==> src/rtl/uart_tx_pkg.sv <==
// Shared definitions for the UART transmit framer: state encoding,
// parity-type constants, legal data-width limits and the per-frame
// configuration captured at accept.
package uart_tx_pkg;

  // Frame sequencer states, in transmission order.
  typedef enum logic [2:0] {
    IDLE   = 3'd0,
    START  = 3'd1,
    DATA   = 3'd2,
    PARITY = 3'd3,
    STOP_1 = 3'd4,
    STOP_2 = 3'd5
  } tx_state_t;

  // PAR_TYP encodings.
  localparam logic PAR_EVEN = 1'b0;
  localparam logic PAR_ODD  = 1'b1;

  // Supported data bits per frame.
  localparam int DATA_WIDTH_MIN = 5;
  localparam int DATA_WIDTH_MAX = 9;

  // Serial line levels.
  localparam logic LINE_IDLE  = 1'b1;
  localparam logic LINE_START = 1'b0;
  localparam logic LINE_STOP  = 1'b1;

  // Frame options captured together with the data word at accept.
  typedef struct packed {
    logic par_en;
    logic par_typ;
    logic stop2;
  } frame_cfg_t;

endpackage

==> src/rtl/uart_parity_calc.sv <==
// Purpose : parity bit for a UART frame (even = XOR of data, odd = inverted XOR).
// Latency : combinational, no clock.
// Flow    : none; output follows inputs.
// Ports   : data    - latched data word
//           par_typ - PAR_EVEN / PAR_ODD
//           parity  - parity bit to place on the line
module uart_parity_calc
  import uart_tx_pkg::*;
#(
  parameter int DATA_WIDTH = 8
) (
  input  logic [DATA_WIDTH-1:0] data,
  input  logic                  par_typ,
  output logic                  parity
);

  // Odd parity makes the total count of ones (data + parity) odd,
  // which is the even result inverted.
  assign parity = (^data) ^ (par_typ == PAR_ODD);

endmodule

==> src/rtl/uart_tx_framer.sv <==
// Purpose : serialises one parallel word into a UART frame
//           (start, DATA_WIDTH bits LSB first, optional parity, 1 or 2 stops).
// Latency : accept edge drives the start bit (1 cycle); each later bit
//           advances on a TICK-qualified edge.
// Flow    : requests are taken only in IDLE or on the frame-end edge;
//           DATA_VALID at any other time while BUSY is dropped, not queued.
// Ports   : CLK, RST (async, active-low), TICK (baud enable),
//           P_DATA / DATA_VALID (word + request), PAR_EN / PAR_TYP / STOP2
//           (frame options), TX_OUT (registered line), BUSY, DONE (1-cycle).
module uart_tx_framer
  import uart_tx_pkg::*;
#(
  parameter int DATA_WIDTH = 8
) (
  input  logic                  CLK,
  input  logic                  RST,
  input  logic                  TICK,
  input  logic [DATA_WIDTH-1:0] P_DATA,
  input  logic                  DATA_VALID,
  input  logic                  PAR_EN,
  input  logic                  PAR_TYP,
  input  logic                  STOP2,
  output logic                  TX_OUT,
  output logic                  BUSY,
  output logic                  DONE
);

  generate
    if (DATA_WIDTH < DATA_WIDTH_MIN || DATA_WIDTH > DATA_WIDTH_MAX) begin : g_bad_width
      $error("uart_tx_framer: DATA_WIDTH must be within 5..9");
    end
  endgenerate

  localparam int                CNT_W    = $clog2(DATA_WIDTH);
  localparam logic [CNT_W-1:0]  LAST_BIT = CNT_W'(DATA_WIDTH - 1);

  tx_state_t             state;
  logic [CNT_W-1:0]      bit_cnt;
  logic [CNT_W-1:0]      next_cnt;
  logic [DATA_WIDTH-1:0] data_q;
  frame_cfg_t            cfg_q;
  logic                  parity_bit;
  logic                  tx_q;
  logic                  busy_q;
  logic                  done_q;
  logic                  frame_end;
  logic                  accept;

  assign TX_OUT = tx_q;
  assign BUSY   = busy_q;
  assign DONE   = done_q;

  // Parity works on the latched word so mid-frame input changes cannot leak in.
  uart_parity_calc #(
    .DATA_WIDTH (DATA_WIDTH)
  ) u_parity (
    .data    (data_q),
    .par_typ (cfg_q.par_typ),
    .parity  (parity_bit)
  );

  assign next_cnt = bit_cnt + CNT_W'(1);

  // The tick that leaves the final stop state closes the frame.
  assign frame_end = TICK && ((state == STOP_1 && !cfg_q.stop2) || (state == STOP_2));

  // A request is taken from IDLE, or on the frame-end edge for back-to-back
  // frames with no idle bit in between.
  assign accept = DATA_VALID && ((state == IDLE) || frame_end);

  // Sequencer with registered line, busy and done. TX_OUT is loaded with the
  // level belonging to the state being entered, so line and state move on the
  // same edge.
  always_ff @(posedge CLK or negedge RST) begin
    if (!RST) begin
      state   <= IDLE;
      bit_cnt <= '0;
      data_q  <= '0;
      cfg_q   <= '0;
      tx_q    <= LINE_IDLE;
      busy_q  <= 1'b0;
      done_q  <= 1'b0;
    end else begin
      done_q <= 1'b0;

      if (accept) begin
        // A coincident TICK is deliberately ignored here so START lasts a
        // full bit period from this edge.
        data_q  <= P_DATA;
        cfg_q   <= '{par_en: PAR_EN, par_typ: PAR_TYP, stop2: STOP2};
        bit_cnt <= '0;
        state   <= START;
        tx_q    <= LINE_START;
        busy_q  <= 1'b1;
        done_q  <= frame_end;
      end else if (frame_end) begin
        state  <= IDLE;
        tx_q   <= LINE_IDLE;
        busy_q <= 1'b0;
        done_q <= 1'b1;
      end else if (TICK) begin
        case (state)
          IDLE: begin
            // Baud ticks have no effect while idle.
          end
          START: begin
            state   <= DATA;
            bit_cnt <= '0;
            tx_q    <= data_q[0];
          end
          DATA: begin
            if (bit_cnt == LAST_BIT) begin
              bit_cnt <= '0;
              if (cfg_q.par_en) begin
                state <= PARITY;
                tx_q  <= parity_bit;
              end else begin
                state <= STOP_1;
                tx_q  <= LINE_STOP;
              end
            end else begin
              bit_cnt <= next_cnt;
              tx_q    <= data_q[next_cnt];
            end
          end
          PARITY: begin
            state <= STOP_1;
            tx_q  <= LINE_STOP;
          end
          STOP_1: begin
            // Only reached with two stop bits; one stop bit ends via frame_end.
            state <= STOP_2;
            tx_q  <= LINE_STOP;
          end
          STOP_2: begin
            // Leaving STOP_2 is always a frame end, handled above.
          end
          default: begin
            state  <= IDLE;
            tx_q   <= LINE_IDLE;
            busy_q <= 1'b0;
          end
        endcase
      end
    end
  end

endmodule

==> config.mk <==
export PLATFORM = sky130hd
export DESIGN_NAME = uart_tx_framer
export DESIGN_NICKNAME = d
export VERILOG_FILES = /design/src/rtl/uart_tx_pkg.sv /design/src/rtl/uart_parity_calc.sv /design/src/rtl/uart_tx_framer.sv
export SDC_FILE = /design/constraint.sdc
export NUM_CORES = 1
export LEC_CHECK = 0
export CAP_MARGIN = 40
export CORE_UTILIZATION = 52
export DETAILED_ROUTE_END_ITERATION = 8
export PLACE_DENSITY = 0.84
export SYNTH_ARGS = -nofsm -noshare
export SYNTH_HDL_FRONTEND = slang
export SYNTH_SLANG_ARGS = --single-unit
==> constraint.sdc <==
create_clock -name CLK -period 2.3 [get_ports CLK]
set_input_delay 0.46 -clock CLK [delete_from_list [all_inputs] [get_ports CLK]]
set_output_delay 0.46 -clock CLK [all_outputs]
set_load 0.02 [all_outputs]
# Yosys cells after proc, flatten, opt, wreduce, memory -nomap -nowiden
# Index checks and enable logic that the tools add are counted.
# classes
muxes	25
n_addsub	1
reduce_logical	17
bitwise	1
order_cmp	1
n_eq_ne	10
# ops
op	n
$mux W3	9
$pmux W3 S5	1
$mux W1	12
$eq A3 B3 Y1 const B	3
$reduce_xor A8 Y1	1
$eq A3 B2 Y1 const B	2
$ne A3 B1 Y1 const B	2
$pmux W3 S2	1
$reduce_and A3 Y1	2
$reduce_bool A3 Y1	2
$reduce_or A6 Y1	1
$lt A3 B4 Y1 const B	1
$ne A4 B4 Y1 const B	1
$reduce_and A2 Y1	2
$add A3 B1 Y3 const B	1
$bmux W1 S3	1
$eq A3 B1 Y1 const B	1
$logic_and A1 B1 Y1	3
$logic_not A3 Y1	1
$pmux W1 S3	1
$logic_or A1 B1 Y1	2
$ne A2 B1 Y1 const B	1
$reduce_bool A2 Y1	1
$reduce_or A2 Y1	1
other kinds (2)	2
# totals
output_inout_bits	3
in_bits	15
ff_bits	20

# Depth between registers and ports, before layout
# logic_depth
depth_word	8
mapped_depth	6
depth_no_buf	6

# Cells and area by module
# Synthesis repeated with hierarchy kept, for this count alone.
# hier_totals
hier_cells	106
hier_area_um2	1173.6
# modules_own_cells
module	seq_area_each_um2	cells_per_inst	instances	area_each_um2
uart_tx_framer	501.7	99	1	1091.0
uart_parity_calc	0.0	7	1	82.6

# Least setup slack after synthesis
# Ideal clock, no wire load.
# synth_path
path_kind	register -> register
startpoint	reg bit_cnt[0]
endpoint	reg tx_q, in the netlist TX_OUT
path_stages_with_launch	7
n_path_buf	0
period_less_slack_ns	1.992
arrival_ns	1.907
path_slack_ns	0.308
path_cell_list	dfrtp_1 > ha_1 > ha_1 > mux4_2 > mux2_2 > nor3_2 > a211oi_1
# synth_between
elab_chain_cells	8
word_cells_on_any_way	9
cone_classes	1 x add/sub; 1 x eq/ne; 7 x mux
# synth_rtl
item	line	source
start, declared	uart_tx_framer.sv:38	logic [CNT_W-1:0] bit_cnt;
start signal, assigned	uart_tx_framer.sv:122	bit_cnt <= next_cnt;
$add A3 B1 Y3	uart_tx_framer.sv:62	assign next_cnt = bit_cnt + CNT_W'(1);
$bmux W1 S3	uart_tx_framer.sv:123	tx_q <= data_q[next_cnt];
$mux W1 (implied by the code)	uart_tx_framer.sv:123	
$mux W1 *	uart_tx_framer.sv:112	if (bit_cnt == LAST_BIT) begin
$pmux W1 S3 *	uart_tx_framer.sv:102	case (state)
$mux W1 *	uart_tx_framer.sv:101	end else if (TICK) begin
$mux W1 *	uart_tx_framer.sv:96	end else if (frame_end) begin
$mux W1 *	uart_tx_framer.sv:86	if (accept) begin
end signal, assigned	uart_tx_framer.sv:109	tx_q <= data_q[0];
end signal, assigned	uart_tx_framer.sv:116	tx_q <= parity_bit;
end signal, assigned	uart_tx_framer.sv:123	
end, declared	uart_tx_framer.sv:43	logic tx_q;
# Mark *: on every way between the ends. The rest lies on a longest branch, timed or not. The select of a mux whose other input is x is not followed.
# A chain may end at the register's enable or synchronous reset.

# Final worst setup path
# Ends and elaborated chain as after synthesis.

==> qor.txt <==
Outcome: finished clean
RSZ-0062 raised after global routing: false
Seq. cell area: 502 um2
Post-Syn Nets: 116
Crit path launch type: flip-flop
Crit path kind: reg2reg
Slowest stage delay, CP: 0.51 ns
Fin util: 0.691
CTS tree: yes
Final setup fails: 0
Area after DPL: 1350 um2
Starting Density: 0.565
Routed WL: 2.17 mm
Boundary Pins: 18
TritonRoute pass-1 iters: 4
Max clock buf depth: 2
Core Area: 2020 um2
CP max-delay cell: mux4_2
Synthesized instance count: 99
Yosys warns: 0
Hold_buf cts: 0
NumNets Final: 136
Crit path capture type: flip-flop
Unique masters post-synth: 41
Multi-input gate area: 609 um2
TNS Setup: 0 ns
Layout cells sized above 1: 0.127
Max Clk Rate: 0.470 GHz
# clock sinks: 20
Max transition margin: 0.716
Postcts setup bufs: 0
Clock Pin Slew Worst Setup and Hold Paths: 0.11 ns
Syn Area/Cell: 11.5 um2
Post-synth EDFFs: 0
Crit share post-route: 0.926
Port-buffer cells: 17
Number of global-route vias before repair: 834
Most Frequent Cell on Critical Path: ha_1
# Max-Cap Violations: 0
Skew final: 0.00218 ns
Total CTS buffers: 3
Largest net degree at the start of global routing: 15
Most frequent cells in the layout: dfrtp_1, clkdlybuf4s50_1, mux2_1
Async SR Flop Fraction: 1.00
Routed Antenna Nets: 0
Crit-path max FO: 6
Pwr dens: 1440 nW/um2
Number of core rows: 16
DRC errors left: 0
Sequential share of the synthesized area: 0.439
Wirelength per Cell: 15.0 um
DRT iter0 DRCs: 28
Skew-Pair Late Insertion Delay: 0.30 ns
Hold crit path type: in2async
Max-slew violations: 0
N_diodes: 0
Design Area, Final: 1400 um2
Synth Flop Type: dfrtp_1
First-pass GRT wire length: 3.80 mm
Slew at the pin closest to its max-slew limit: 0.427 ns
CTS H-tree depth: 1
# resized after CTS: 0
Final Wtd Congestion: 0.836
Die H: 48.9 um
Most common cell after layout, fill and taps aside: dfrtp_1
Root Driver: clkbuf_4
Final-layout fill cell count: 155
Area Growth Syn to Fin: 22.3%
Remaining Overflow, GRT: 0
Count of state elements after synthesis: 20
DP Wirelength: 1.67 mm
Setup ws final: 0.170 ns
R2R cell count: 6
Die Width: 48.9 um
Post-Syn Area: 1140 um2
WP buf/inv: 0
Die footprint: 2390 um2
Leakage power figure: 0.578 nW
Minimum clock period: 2.13 ns
Worst VDD drop: 1.07 mV
Overall routing resource usage: 0.211
Critical path arrival: 2.37 ns
Worst path cell trace: ha_1 > ha_1 > mux4_2 > mux2_2 > nor3_2 > a211oi_1
Vias: 802
Critical path required time: 2.54 ns
Via density: 5.53
Fin. Hold Viols: 0
Critical path depth: 6
Initial antenna violation count: 0
Pre-CTS setup slack: 0.186 ns
Cell family with most CP delay: multiplexers
-- final timing paths --
| kind | start | slack, ns | end |
|---|---|---|---|
| max | bit_cnt[0] | 0.17 | TX_OUT |
| min | RST | 0.44 | data_q[3] |
| max reg2reg | bit_cnt[0] | 0.17 | TX_OUT |
| min reg2reg | BUSY | 0.49 | BUSY |
| max in group asynchronous | RST | 1.35 | bit_cnt[1] |
| min in group CLK | BUSY | 0.49 | BUSY |
-- state kept, by name, indices dropped and copies added, names as in the netlist --
| register | flops |
|---|---|
| bit_cnt | 3 |
| state | 3 |
| TX_OUT | 1 |
| cfg_q | 3 |
| data_q | 8 |
| DONE | 1 |
| BUSY | 1 |
-- cell type report --
type / count / share of cell area
clock buffers: 3 / 0.0161
clock inverters: 1 / 0.0215
multi-input cells: 72 / 0.436
repair buffers: 20 / 0.138
flip-flops and latches: 20 / 0.359
well taps: 27 / 0.0242
inverters: 2 / 0.00537
-- routing by layer --
layer | global-route usage | part of all wire | vias up
met5 | 0 | 0 | -
li1 | - | - | 398
met2 | 0.338 | 0.48 | 21
met1 | 0.274 | 0.46 | 376
met4 | 0.0980 | 0.024 | 0
met3 | 0.0436 | 0.036 | 7
-- report_power, final --
| part | switching, mW | total, mW | internal, mW |
|---|---|---|---|
| logic | 0.418 | 0.988 | 0.570 |
| clock network | 0.108 | 0.284 | 0.176 |
| registers | 0.216 | 0.736 | 0.519 |
| total | 0.742 | 2.01 | 1.27 |
-- synthesized netlist by cell type, types with 2 or more instances --
master	number	area share
nor2b_1	4	0.022
o21ai_0	5	0.022
xnor2_1	4	0.031
nand2_1	3	0.0099
ha_1	2	0.022
o31ai_1	2	0.013
a22o_1	3	0.023
a32o_1	2	0.018
clkbuf_1	3	0.0099
xor2_1	2	0.015
inv_1	2	0.0066
nor2_1	8	0.026
mux4_2	2	0.039
mux2_1	11	0.11
o21ai_1	2	0.0088
dfrtp_1	19	0.42
-- metrics by stage --
| stage | total power [mW] | instances | hold WS [ns] |
|---|---|---|---|
| after global placement | 1.67 | 141 | 0.459 |
| after floorplan | 1.48 | 99 | 0.164 |
| after detailed placement | 1.72 | 141 | 0.468 |
| after CTS | 2.01 | 145 | 0.449 |
| final | 2.01 | 145 | 0.442 |
| after global routing | 2.14 | 145 | 0.467 |
-- logic make-up (layout without fill, tap and decap cells) --
| family | after synthesis | after routing | share of synthesized area |
|---|---|---|---|
| simple gates | 26 | 26 | 0.134 |
| compound gates | 23 | 23 | 0.154 |
| flops | 20 | 20 | 0.439 |
| mux | 14 | 14 | 0.158 |
| xor+xnor | 7 | 7 | 0.0657 |
| buf+inv | 7 | 26 | 0.0274 |
| fa+ha+maj | 2 | 2 | 0.0219 |
(Power assumes the default switching activity.)
